--- config.mk ---
export PLATFORM = sky130hd
export DESIGN_NAME = uart_word_tx_flat
export DESIGN_NICKNAME = d
export VERILOG_FILES = /design/src/rtl/uart_word_tx_if.sv /design/src/rtl/uart_word_tx.sv /design/src/flat_wrapper.sv
export SDC_FILE = /design/constraint.sdc
export NUM_CORES = 1
export LEC_CHECK = 0
export CORE_ASPECT_RATIO = 1.1
export CORE_MARGIN = 2
export CORE_UTILIZATION = 46
export CTS_CLUSTER_DIAMETER = 120
export DETAILED_ROUTE_END_ITERATION = 8
export PLACE_DENSITY_LB_ADDON = 0.12
export REMOVE_ABC_BUFFERS = 1
export SLEW_MARGIN = 5
export SYNTH_ARGS = -nofsm -noshare
export SYNTH_HDL_FRONTEND = slang
export SYNTH_SLANG_ARGS = --single-unit
--- constraint.sdc ---
create_clock -name clk -period 1.4 [get_ports clk]
set_input_delay 0.35 -clock clk [delete_from_list [all_inputs] [get_ports clk]]
set_output_delay 0.35 -clock clk [all_outputs]
set_load 0.05 [all_outputs]
--- src/rtl/uart_word_tx_if.sv ---
// Handshake bundle between the debug controller, the word serializer and the UART byte transmitter.
interface uart_word_tx_if #(
  parameter int NBITS      = 32,
  parameter int BYTE_WIDTH = 8
);
  logic [NBITS-1:0]      tx_Data;
  logic                  tx_start;
  logic                  tx_done;
  logic                  busy;
  logic [BYTE_WIDTH-1:0] byte_Data;
  logic                  byte_start;
  logic                  byte_done;

  modport slave (
    input  tx_Data, tx_start, byte_done,
    output tx_done, busy, byte_Data, byte_start
  );

  modport master (
    output tx_Data, tx_start, byte_done,
    input  tx_done, busy, byte_Data, byte_start
  );
endinterface

--- src/rtl/uart_word_tx.sv ---
// Splits an NBITS word into BYTE_WIDTH-wide bytes and hands them LSB-first to a UART
// byte transmitter, one byte_start/byte_done handshake per byte.
module uart_word_tx #(
  parameter int NBITS      = 32,
  parameter int BYTE_WIDTH = 8
) (
  input  logic           clk,
  input  logic           reset,
  uart_word_tx_if.slave  bus
);
  localparam int NBYTES = NBITS / BYTE_WIDTH;
  localparam int CNT_W  = (NBYTES > 1) ? $clog2(NBYTES) : 1;
  localparam logic [CNT_W-1:0] LAST_CNT = CNT_W'(NBYTES - 1);

  typedef enum logic [1:0] {IDLE, SEND, WAIT, DONE} state_t;

  state_t           r_state;
  state_t           w_state_nxt;
  logic [NBITS-1:0] r_shift;
  logic [NBITS-1:0] w_shift_nxt;
  logic [CNT_W-1:0] r_cnt;
  logic [CNT_W-1:0] w_cnt_nxt;

  always_ff @(posedge clk) begin
    if (!reset) begin
      r_state <= IDLE;
      r_shift <= '0;
      r_cnt   <= '0;
    end else begin
      r_state <= w_state_nxt;
      r_shift <= w_shift_nxt;
      r_cnt   <= w_cnt_nxt;
    end
  end

  // tx_start only matters in IDLE and byte_done only in WAIT; everywhere else they fall through.
  always_comb begin
    w_state_nxt = r_state;
    w_shift_nxt = r_shift;
    w_cnt_nxt   = r_cnt;
    case (r_state)
      IDLE: begin
        if (bus.tx_start) begin
          w_shift_nxt = bus.tx_Data;
          w_cnt_nxt   = '0;
          w_state_nxt = SEND;
        end
      end
      SEND: w_state_nxt = WAIT;
      WAIT: begin
        if (bus.byte_done) begin
          w_shift_nxt = r_shift >> BYTE_WIDTH;
          if (r_cnt == LAST_CNT) begin
            w_state_nxt = DONE;
          end else begin
            w_cnt_nxt   = r_cnt + 1'b1;
            w_state_nxt = SEND;
          end
        end
      end
      DONE:    w_state_nxt = IDLE;
      default: w_state_nxt = IDLE;
    endcase
  end

  // All outputs come straight from registers or a decode of r_state.
  assign bus.byte_Data  = r_shift[BYTE_WIDTH-1:0];
  assign bus.byte_start = (r_state == SEND);
  assign bus.tx_done    = (r_state == DONE);
  assign bus.busy       = (r_state != IDLE);
endmodule

--- src/flat_wrapper.sv ---
// flat-port wrapper written by rule: the top's interface ports become plain ports
module uart_word_tx_flat 
#(
  parameter int NBITS      = 32,
  parameter int BYTE_WIDTH = 8
)
  (clk, reset, bus_tx_Data, bus_tx_start, bus_byte_done, bus_tx_done, bus_busy, bus_byte_Data, bus_byte_start);
  uart_word_tx_if #(.NBITS(NBITS), .BYTE_WIDTH(BYTE_WIDTH)) bus_i ();
  input  logic clk;
  input  logic reset;
  input wire logic [$bits(bus_i.tx_Data)-1:0] bus_tx_Data;
  input wire logic [$bits(bus_i.tx_start)-1:0] bus_tx_start;
  input wire logic [$bits(bus_i.byte_done)-1:0] bus_byte_done;
  output wire logic [$bits(bus_i.tx_done)-1:0] bus_tx_done;
  output wire logic [$bits(bus_i.busy)-1:0] bus_busy;
  output wire logic [$bits(bus_i.byte_Data)-1:0] bus_byte_Data;
  output wire logic [$bits(bus_i.byte_start)-1:0] bus_byte_start;
  assign bus_i.tx_Data = bus_tx_Data;
  assign bus_i.tx_start = bus_tx_start;
  assign bus_i.byte_done = bus_byte_done;
  assign bus_tx_done = bus_i.tx_done;
  assign bus_busy = bus_i.busy;
  assign bus_byte_Data = bus_i.byte_Data;
  assign bus_byte_start = bus_i.byte_start;
  uart_word_tx #(.NBITS(NBITS), .BYTE_WIDTH(BYTE_WIDTH)) u_core (.clk(clk), .reset(reset), .bus(bus_i));
endmodule
==> impl_results.md, run 1 <==
- Drt wl/cell: 13.48 um
- Top-count cell post-synth: dfxtp_1
- Core Area: 0.003331 mm2
- First-pass GRT wire length: 5.582 mm
- Leak: 0.9303 nW
- Htree depth: 2
- IO Port Bufs: 46
- Antenna diodes: 0
- DP Worst Slack: -291.6 ps
- Cells after Synth: 154
- Synth Register Bits: 36
- Setup crit end kind: output port
- Clock Latency Late Sink: 340 ps
- Final hold violations: 0
- MaxCap Viol Count: 0
- # nets final: 234
- Pin count of the biggest net entering global routing: 40
- DRC viols: 0
- R2R cell count: 5
- Worst-path maximum fanout: 5
- RSZ-0062 raised after global routing: true
- Failing checks: negative setup slack
- Final Max Tran Viols: 0
- Worst Tran Pin Value: 219.0 ps
- P&R area growth vs syn: 47.79%
- Die ar.: 0.003990 mm2
- Initial antenna violation count: 0
- R2R setup slack: 10 ps
- Async set or reset register ratio after synthesis: 0
- Max IR drop VDD: 0.8287 mV
- Critical Path Start Type: flop
- Die Span Y: 66.06 um
- Finished Layout Cells: 246
- Hold endpoint: u_core.r_shift[27]
- Seq/Total Area, Yosys: 0.4476
- Iteration-0 DRC Markers: 56
- Warnings, synthesis: 0
- Final min period: 1405 ps
- Number of enable flip-flop cells after synthesis: 0
- CTS tree: built
- RR Startpoint: u_core.r_state[1]
- GP Congestion: 0.7692
- Remaining global-route overflow: 0
- Vias in the first global route: 1,249
- Setup ws final: -5.346 ps
- Average via count per standard cell: 5.366
- Share of cells above drive strength 1: 0.2172
- Most frequent cells after synthesis: dfxtp_1, o21a_1, o221a_1
- Storage element area: 728.2 um2
- GRT Util Overall: 0.1865
- Rel. slew slack: 0.8536
- Synth area leader: dfxtp_1
- Arr. time, crit path: 1060 ps
- Crit share post-route: 1.004
- Setup violators final: 2
- DRT Wirelength: 3.317 mm
- Largest cells by area after synthesis: dfxtp_1, o221a_1, o21a_1
- CTS Buf Count: 5
- Core Rows: 22
- CTS Buffer Depth: 2
- Status: finished, violations left
- Die W: 60.41 um
- Worst Hold Class: reg -> reg
- CTS Hold Bufs: 0
- Placed Instances: 235
- Multi-input combinational cell area: 754.5 um2
- Routed Antenna Nets: 0
- Syn Area/Cell: 10.46 um2
- Hold Slack: 475.4 ps
- Critical path class: reg -> out
- Starting Density: 0.4835
- Root buffer cell: clkbuf_4
- Most used DFF post-synth: dfxtp_1
- Cells on Worst Hold Path: 2
- Clock transition at path regs: 110 ps
- Cell Pwr Density: 1216 mW/mm2
- Worst Path Required: 1050 ps
- Drt first pass iters: 4
- Yosys top cell area share: 0.4476
- Post-DP HPWL: 2.186 mm
- Num Clock Sinks: 36
- Library cells used by synthesis: 24
- Worst hold start: u_core.r_shift[27]
- Io pins: 47
- Fin Setup TNS: -5.424 ps
- Upper clock frequency limit: 711.6 MHz
- DR vias: 1,320
- Worst R2R End: u_core.r_shift[1]
- Post-synthesis cell area: 0.001610 mm2
- Post-route clock skew: 9.939 ps
- Fillers: 255
[where the power goes]
part | switching (mW) | internal [mW] | total [mW] | leakage (nW)
clock network | 0.346 | 0.736 | 1.08 | 0.0654
registers | 0.0657 | 1.11 | 1.18 | 0.299
logic | 0.276 | 0.356 | 0.633 | 0.566
[kinds of logic after synthesis]
logic type               share of synthesized area
AO/OA/AOI/OAI                               0.3294
flip-flops                                  0.4476
AND/OR/NAND/NOR                             0.1002
buffers and inverters                       0.1002
multiplexers                               0.01476
adder cells (fa/ha/maj)                   0.007769
[flip-flops by register name (all words and copies together), names as in the netlist]
signal / flops
u_core.r_shift: 32
u_core.r_cnt: 2
u_core.r_state: 2
[through the flow]
stage / utilization / area (um2) / total power [mW]
floorplan: - / 1453 / 1.471
global placement: 0.6593 / 2196 / 1.800
detailed placement: 0.6593 / 2196 / 1.816
CTS: 0.7089 / 2361 / 2.924
global route: 0.7145 / 2380 / 3.028
finish: 0.7145 / 2380 / 2.895
[routing by layer]
| layer | routed length [um] | GRT usage | share of wire |
|---|---|---|---|
| met4 | 50 | 0.06522 | 0.015 |
| met2 | 1592 | 0.3043 | 0.48 |
| met1 | 1500 | 0.2290 | 0.45 |
| met5 | 0 | 0 | 0 |
| met3 | 174 | 0.05871 | 0.052 |
[worst max-delay path by stage]
stage | endpoint | cells after the start | start | slack [ps]
after global routing | bus_byte_start | 2 | u_core.r_state[0] | -70
after global placement | u_core.r_shift[0] | 5 | bus_byte_done | -260
after CTS | bus_byte_start | 2 | u_core.r_state[0] | -20
final | bus_byte_start | 2 | u_core.r_state[0] | -5
after floorplan | bus_byte_start | 1 | u_core.r_state[0] | -200
after detailed placement | u_core.r_shift[0] | 5 | bus_byte_done | -290
[cell usage in the layout, fill, tap and decap left out]
cell type and n:
bufinv_16 3, o21a_1 25, inv_2 1, buf_4 10, nor2b_4 1, dfxtp_1 34, o21ai_0 1, a41o_1 1
nor2b_2 1, dfxtp_4 2, o211ai_1 1, nand3b_4 1, nor2_1 2, o22ai_1 8, clkdlybuf4s50_1 35, nor3b_1 1
mux2i_1 1, and4_1 1, clkbuf_4 5, buf_12 14, and2_1 2, mux2i_4 1, nor2b_1 1, nor2_4 2
o221a_2 2, nand2_1 19, o221a_1 22, ha_1 1
[area by class of cell]
type / instances / area share
Inverter: 1 / 0.001577
Clock buffer: 5 / 0.01577
Sequential cell: 36 / 0.3060
Clock inverter: 3 / 0.03785
Timing Repair Buffer: 59 / 0.2965
Multi-Input combinational cell: 94 / 0.3170
Tap cell: 48 / 0.02524
[what timing repair did]
| action | CTS | global route |
|---|---|---|
| endpoints found under the hold margin | 0 | 0 |
| endpoints found under the setup margin | 3 | 27 |
| pin swaps | 0 | 1 |
| buffers inserted | 2 | 1 |
| gates resized for setup | 9 | 2 |
[worst max-delay path: stages, from the launching register on]
cell and delay, ps:
dfxtp_4 400, nor2b_4 180, buf_12 140
Note: power is estimated with default switching activity, not from simulation.
==> inputs of run 2 (changes only) <==
--- a/config.mk
+++ b/config.mk
@@ -7,9 +7,11 @@
 export LEC_CHECK = 0
 export CORE_ASPECT_RATIO = 1.1
 export CORE_MARGIN = 2
-export CORE_UTILIZATION = 46
+export CORE_UTILIZATION = 50
 export CTS_CLUSTER_DIAMETER = 120
 export DETAILED_ROUTE_END_ITERATION = 8
+export DONT_BUFFER_PORTS = 1
+export MAX_ROUTING_LAYER = met4
 export PLACE_DENSITY_LB_ADDON = 0.12
 export REMOVE_ABC_BUFFERS = 1
 export SLEW_MARGIN = 5
==> run 2 against run 1 <==
  * The run still ends with negative setup slack left
  * Combinational power down 47%
  * Sequential power increased by 5%
  * Clock skew fell by 2.3 ps
  * Hold slack worse by 340 ps
  * Sequential cell count did not move
  * Die area shrank 7.5%
  * Worst setup slack worse by 33 ps
  * Global-route usage grew 0.20 points
  * Maximum frequency down 2.3%
  * Non-clock buffer count decreased by 49
  * Largest cell class unchanged
  * Largest power group unchanged
==> impl_results.md, run 2 (same netlist as run 1, synthesis figures left out) <==
- Final min period: 1438 ps (was 1405 ps)
- Fillers: 279 (was 255)
- Critical Path Start Type: flop (unchanged)
- DRC viols: 0 (unchanged)
- Post-DP Area: 0.001585 mm2 (was 0.002196 mm2)
- Drt wl/cell: 18.71 um (was 13.48 um)
- GRT Util Overall: 0.1884 (was 0.1865)
- Htree depth: 2 (unchanged)
- CTS Hold Bufs: 0 (unchanged)
- Final instance area: 0.001723 mm2 (was 0.002380 mm2)
- Leak: 0.6724 nW (was 0.9303 nW)
- Slowest CP cell: dfxtp_2 (was dfxtp_4)
- Io pins: 47 (unchanged)
- DRT Wirelength: 3.461 mm (was 3.317 mm)
- P&R area growth vs syn: 6.993% (was 47.79%)
- Routed Antenna Nets: 0 (unchanged)
- CTS Buffer Depth: 2 (unchanged)
- Max incr delay on CP: 370 ps (was 400 ps)
- Met1 GRT Util: 0.2360 (was 0.2290)
- Pin count of the biggest net entering global routing: 47 (was 40)
- Num Clock Sinks: 36 (unchanged)
- Initial antenna violation count: 0 (unchanged)
- Core Area: 0.003048 mm2 (was 0.003331 mm2)
- Biggest register: u_core.r_shift (unchanged)
- Top flop regs: u_core.r_shift (32), u_core.r_cnt (2), u_core.r_state (2) (unchanged)
- Final hold violations: 0 (unchanged)
- Worst Path Required: 1050 ps (about the same)
- Worst hold start: reset (was u_core.r_shift[27])
- Average via count per standard cell: 6.476 (was 5.366)
- Storage element area: 725.7 um2 (was 728.2 um2)
- Post-route clock skew: 7.669 ps (was 9.939 ps)
- R2R cell count: 3 (was 5)
- Hold endpoint: u_core.r_state[1] (was u_core.r_shift[27])
- Arr. time, crit path: 1090 ps (was 1060 ps)
- MaxCap Viol Count: 0 (unchanged)
- Worst Hold Class: in -> reg (was reg -> reg)
- Clock Latency Late Sink: 330 ps (was 340 ps)
- Setup ws final: -37.89 ps (was -5.346 ps)
- Final Max Tran Viols: 0 (unchanged)
- DR vias: 1,198 (was 1,320)
- Cell Pwr Density: 1248 mW/mm2 (was 1216 mW/mm2)
- Cells on Worst Hold Path: 1 (was 2)
- Starting Density: 0.5283 (was 0.4835)
- CTS tree: built (unchanged)
- Antenna diodes: 0 (unchanged)
- Crit path cell chain: buf_6, and2_4, buf_12 (was nor2b_4, buf_12)
- Most frequent cells in the layout: dfxtp_1, o21a_1, o221a_1, nand2_1, o22ai_1 (was clkdlybuf4s50_1, dfxtp_1, o21a_1, o221a_1, nand2_1)
- Commonest non-fill, non-tap cell in the layout: dfxtp_1 (was clkdlybuf4s50_1)
- Post-DP HPWL: 1.921 mm (was 2.186 mm)
- Status: finished, violations left (unchanged)
- Clock transition at path regs: 110 ps (about the same)
- Die Span Y: 63.52 um (was 66.06 um)
- Met2 usage: 0.2770 (was 0.3043)
- Max reg flops: 32 (unchanged)
- Worst-path maximum fanout: 4 (was 5)
- Worst R2R End: u_core.r_shift[0] (was u_core.r_shift[1])
- Failing checks: negative setup slack (unchanged)
- Die W: 58.11 um (was 60.41 um)
- Vias in the first global route: 1,108 (was 1,249)
- Worst Tran Pin Value: 510.1 ps (was 219.0 ps)
- Core Rows: 21 (was 22)
- Share of cells above drive strength 1: 0.1921 (was 0.2172)
- Busiest grt layer: met2 (unchanged)
- CTS Buf Count: 5 (unchanged)
- Remaining global-route overflow: 0 (unchanged)
- Setup violators final: 3 (was 2)
- Crit share post-route: 1.027 (was 1.004)
- Setup crit end kind: output port (unchanged)
- Upper clock frequency limit: 695.5 MHz (was 711.6 MHz)
- Max IR drop VDD: 0.9303 mV (was 0.8287 mV)
- RSZ-0062 raised after global routing: true (unchanged)
- First-pass GRT wire length: 5.292 mm (was 5.582 mm)
- # nets final: 187 (was 234)
- Multi-input combinational cell area: 772.0 um2 (was 754.5 um2)
- Iteration-0 DRC Markers: 64 (was 56)
- R2R setup slack: 30 ps (was 10 ps)
- Met3 global-route usage: 0.07392 (was 0.05871)
- Critical path class: reg -> out (unchanged)
- Layout Utilization: 0.5653 (was 0.7145)
- IO Port Bufs: 0 (was 46)
- Root buffer cell: clkbuf_4 (unchanged)
- Drt first pass iters: 4 (unchanged)
- GP Congestion: 0.6781 (was 0.7692)
- Rel. slew slack: 0.6594 (was 0.8536)
- RR Startpoint: u_core.r_state[1] (unchanged)
- Die ar.: 0.003691 mm2 (was 0.003990 mm2)
[run 2: changes by cell type in the layout (fill, tap and decap cells not counted), moves of 2 or more]
cell             delta
clkdlybuf4s50_1    -35
bufinv_16           -3
buf_12             -11
clkbuf_1            +2
buf_6               +2
buf_4               -5
[run 2: layer usage]
metal / routed length, um / vias up / part of all wire
li1: - / 568 / -
met4: 38 / 0 / 0.011
met5: 0 / - / 0
met1: 1604 / 584 / 0.46
met2: 1637 / 41 / 0.47
met3: 181 / 5 / 0.052
[run 2: cell type report]
class,count,area share
multi-input combinational,96,0.4481
sequential,36,0.4212
timing repair buffer,10,0.06972
clock buffer,8,0.03413
tap,34,0.02469
inverter,1,0.002179
[run 2: how the worst max path moves through the flow]
| stage | to | startpoint | slack [ps] | cells past startpoint |
|---|---|---|---|---|
| finish | bus_tx_done | u_core.r_state[1] | -40 | 3 |
| global route | bus_tx_done | u_core.r_state[1] | -90 | 3 |
| CTS | bus_tx_done | u_core.r_state[1] | -40 | 3 |
| detailed placement | u_core.r_shift[16] | u_core.r_state[1] | -30 | 3 |
| global placement | u_core.r_shift[1] | u_core.r_state[1] | 20 | 3 |
| floorplan | bus_byte_start | u_core.r_state[0] | -200 | 1 |
[run 2: critical path, delay by kind of cell (launching register included)]
kind | cells | cell delay [ps]
buffers and inverters | 2 | 240
DFF | 1 | 370
and+or+nand+nor | 1 | 140
[run 2: per-stage QoR]
stage	TNS [ps]	total power, mW	worst slack (ps)	std cells	hold WS [ps]
global route	-244.8	2.270	-85.53	185	109.2
finish	-100.8	2.150	-37.89	185	136.9
CTS	-592.5	2.143	-41.61	181	120.0
global placement	0	1.550	19.97	172	453.6
detailed placement	-358.2	1.565	-28.20	172	461.2
floorplan	-2190	1.471	-196.5	131	446.5
[run 2: where the power goes]
| part | internal [mW] | total [mW] | switching, mW |
|---|---|---|---|
| Sequential | 1.12 | 1.24 | 0.126 |
| Clock | 0.248 | 0.572 | 0.324 |
| Combinational | 0.169 | 0.336 | 0.168 |
[run 2: repair_timing]
item,CTS,global route
setup buffers,1,2
pin swaps,10,2
endpoints found under the setup margin,27,36
cloned,0,2
resized for setup,10,2
==> inputs of run 3 (changes only) <==
--- a/config.mk
+++ b/config.mk
@@ -14,6 +14,7 @@
 export MAX_ROUTING_LAYER = met4
 export PLACE_DENSITY_LB_ADDON = 0.12
 export REMOVE_ABC_BUFFERS = 1
+export SKIP_CTS_REPAIR_TIMING = 1
 export SLEW_MARGIN = 5
 export SYNTH_ARGS = -nofsm -noshare
 export SYNTH_HDL_FRONTEND = slang
==> run 3 against run 2 <==
  * The flow still finishes with violations (negative setup slack)
  * Die area unchanged
  * Non-clock buffer count shrank 2
  * Count of clock-buffer cells in the layout is the same
  * Maximum frequency down 2.3%
  * Worst setup slack got worse by 34 ps
  * Critical path type unchanged
  * Largest power group unchanged
  * Highest routed layer unchanged
==> impl_results.md, run 3 (same netlist as run 1, synthesis figures left out) <==
- CTS Buffer Depth: 2 (unchanged)
- RR Startpoint: u_core.r_state[1] (unchanged)
- # nets final: 184 (was 187)
- Clock transition at path regs: 110 ps (about the same)
- Die Span Y: 63.52 um (unchanged)
- First-pass GRT wire length: 5.237 mm (was 5.292 mm)
- Die W: 58.11 um (unchanged)
- Setup crit end kind: output port (unchanged)
- Hold endpoint: u_core.r_state[1] (unchanged)
- Post-DP HPWL: 1.921 mm (unchanged)
- Iteration-0 DRC Markers: 57 (was 64)
- Leak: 0.6470 nW (was 0.6724 nW)
- Top flop regs: u_core.r_shift (32), u_core.r_cnt (2), u_core.r_state (2) (unchanged)
- DR vias: 1,142 (was 1,198)
- Comb power frac: 0.151 (was 0.156)
- R2R setup slack: 0 ps (was 30 ps)
- Commonest non-fill, non-tap cell in the layout: dfxtp_1 (unchanged)
- Die ar.: 0.003691 mm2 (unchanged)
- Pin count of the biggest net entering global routing: 47 (unchanged)
- Clock Latency Late Sink: 330 ps (about the same)
- DRT Wirelength: 3.322 mm (was 3.461 mm)
- Arr. time, crit path: 1120 ps (was 1090 ps)
- Drt wl/cell: 18.25 um (was 18.71 um)
- R2R cell count: 5 (was 3)
- Io pins: 47 (unchanged)
- Share of cells above drive strength 1: 0.1757 (was 0.1921)
- Cells on Worst Hold Path: 1 (unchanged)
- Crit share post-route: 1.051 (was 1.027)
- Failing checks: negative setup slack (unchanged)
- CTS tree: built (unchanged)
- Average via count per standard cell: 6.275 (was 6.476)
- CTS Buf Count: 5 (unchanged)
- Worst hold start: reset (unchanged)
- Htree depth: 2 (unchanged)
- Upper clock frequency limit: 679.4 MHz (was 695.5 MHz)
- Num Clock Sinks: 36 (unchanged)
- Core Rows: 21 (unchanged)
- Max IR drop VDD: 0.9383 mV (was 0.9303 mV)
- Biggest register: u_core.r_shift (unchanged)
- Total power draw: 2.145 mW (was 2.150 mW)
- Clock power share: 0.269 (was 0.266)
- GP Congestion: 0.6781 (unchanged)
- Remaining global-route overflow: 0 (unchanged)
- Storage element area: 725.7 um2 (unchanged)
- Root buffer cell: clkbuf_4 (unchanged)
- Switch share: 0.2888 (was 0.2874)
- Setup ws final: -71.97 ps (was -37.89 ps)
- RSZ-0062 raised after global routing: true (unchanged)
- Setup violators final: 3 (unchanged)
- Antenna diodes: 0 (unchanged)
- Routed Antenna Nets: 0 (unchanged)
- IO Port Bufs: 0 (unchanged)
- Initial antenna violation count: 0 (unchanged)
- Critical path class: reg -> out (unchanged)
- Fillers: 285 (was 279)
- DRC viols: 0 (unchanged)
- Core Area: 0.003048 mm2 (unchanged)
- Worst Hold Class: in -> reg (unchanged)
- MaxCap Viol Count: 0 (unchanged)
- Multi-input combinational cell area: 757.0 um2 (was 772.0 um2)
- Worst Tran Pin Value: 510.2 ps (was 510.1 ps)
- Final hold violations: 0 (unchanged)
- Int Pwr: 1.525 mW (was 1.532 mW)
- Drt first pass iters: 4 (unchanged)
- Fin Setup TNS: -201.8 ps (was -100.8 ps)
- Rel. slew slack: 0.6594 (about the same)
- Flop pwr share: 0.580 (was 0.577)
- Most frequent cells in the layout: dfxtp_1, o21a_1, o221a_1, nand2_1, o22ai_1 (unchanged)
- Worst Path Required: 1050 ps (about the same)
- Worst R2R End: u_core.r_shift[16] (was u_core.r_shift[0])
- P&R area growth vs syn: 5.128% (was 6.993%)
- Status: finished, violations left (unchanged)
- Final Max Tran Viols: 0 (unchanged)
- Cell Pwr Density: 1267 mW/mm2 (was 1248 mW/mm2)
- Final min period: 1472 ps (was 1438 ps)
- Max reg flops: 32 (unchanged)
- GRT Util Overall: 0.1867 (was 0.1884)
- Critical Path Start Type: flop (unchanged)
- Starting Density: 0.5283 (unchanged)
- Worst-path maximum fanout: 8 (was 4)
- Vias in the first global route: 1,094 (was 1,108)
- Post-route clock skew: 10.82 ps (was 7.669 ps)
- P_sw: 0.6194 mW (was 0.6178 mW)
## run 3: cell count changes in the layout (fill, tap and decap cells not counted), sizes merged
cell and delta:
buf -2, nand3b -1
## run 3: area by class of cell
type / instances / area share
Sequential cell: 36 / 0.4287
Inverter: 1 / 0.002217
Tap cell: 34 / 0.02513
Timing Repair Buffer: 8 / 0.06208
Clock buffer: 8 / 0.03474
Multi-Input combinational cell: 95 / 0.4472
## run 3: power by group through the flow
stage | Clock (mW) | Sequential, mW | Combinational, mW
3_3_place_gp | 0 | 1.26 | 0.291
6_report | 0.577 | 1.24 | 0.324
2_1_floorplan | 0 | 1.26 | 0.208
5_1_grt | 0.654 | 1.26 | 0.353
4_1_cts | 0.588 | 1.24 | 0.304
3_5_place_dp | 0 | 1.26 | 0.302
## run 3: worst max path at each step
stage,from,end,slack (ps)
2_1_floorplan,u_core.r_state[0],bus_byte_start,-200
3_3_place_gp,u_core.r_state[1],u_core.r_shift[1],20
3_5_place_dp,u_core.r_state[1],u_core.r_shift[16],-30
4_1_cts,u_core.r_state[1],bus_busy,-170
5_1_grt,u_core.r_state[1],bus_busy,-130
6_report,u_core.r_state[1],bus_tx_done,-70
## run 3: worst max-delay path, cell delays in order (launching register included)
cell	delay [ps]
dfxtp_2	370
buf_6	140
and2_4	150
buf_12	120
## run 3: metal layers
layer / routed length, um / part of all wire / track usage / vias to the layer above
met5: 0 / 0 / - / -
met4: 19 / 0.0057 / 0.06105 / 0
met3: 130 / 0.039 / 0.07392 / 2
met2: 1554 / 0.47 / 0.2741 / 26
met1: 1617 / 0.49 / 0.2334 / 555
li1: - / - / - / 559
## run 3: through the flow
stage                     hold slack, ps  area [um2]  utilization  setup WS [ps]  instances
after floorplan                    446.5        1453            -         -196.5        131
after global placement             453.6        1585       0.5201          19.97        172
after detailed placement           461.2        1585       0.5201         -28.20        172
after CTS                          127.1        1644       0.5394         -167.0        180
after global routing               108.0        1693       0.5554         -125.6        182
final                              131.6        1693       0.5554         -71.97        182
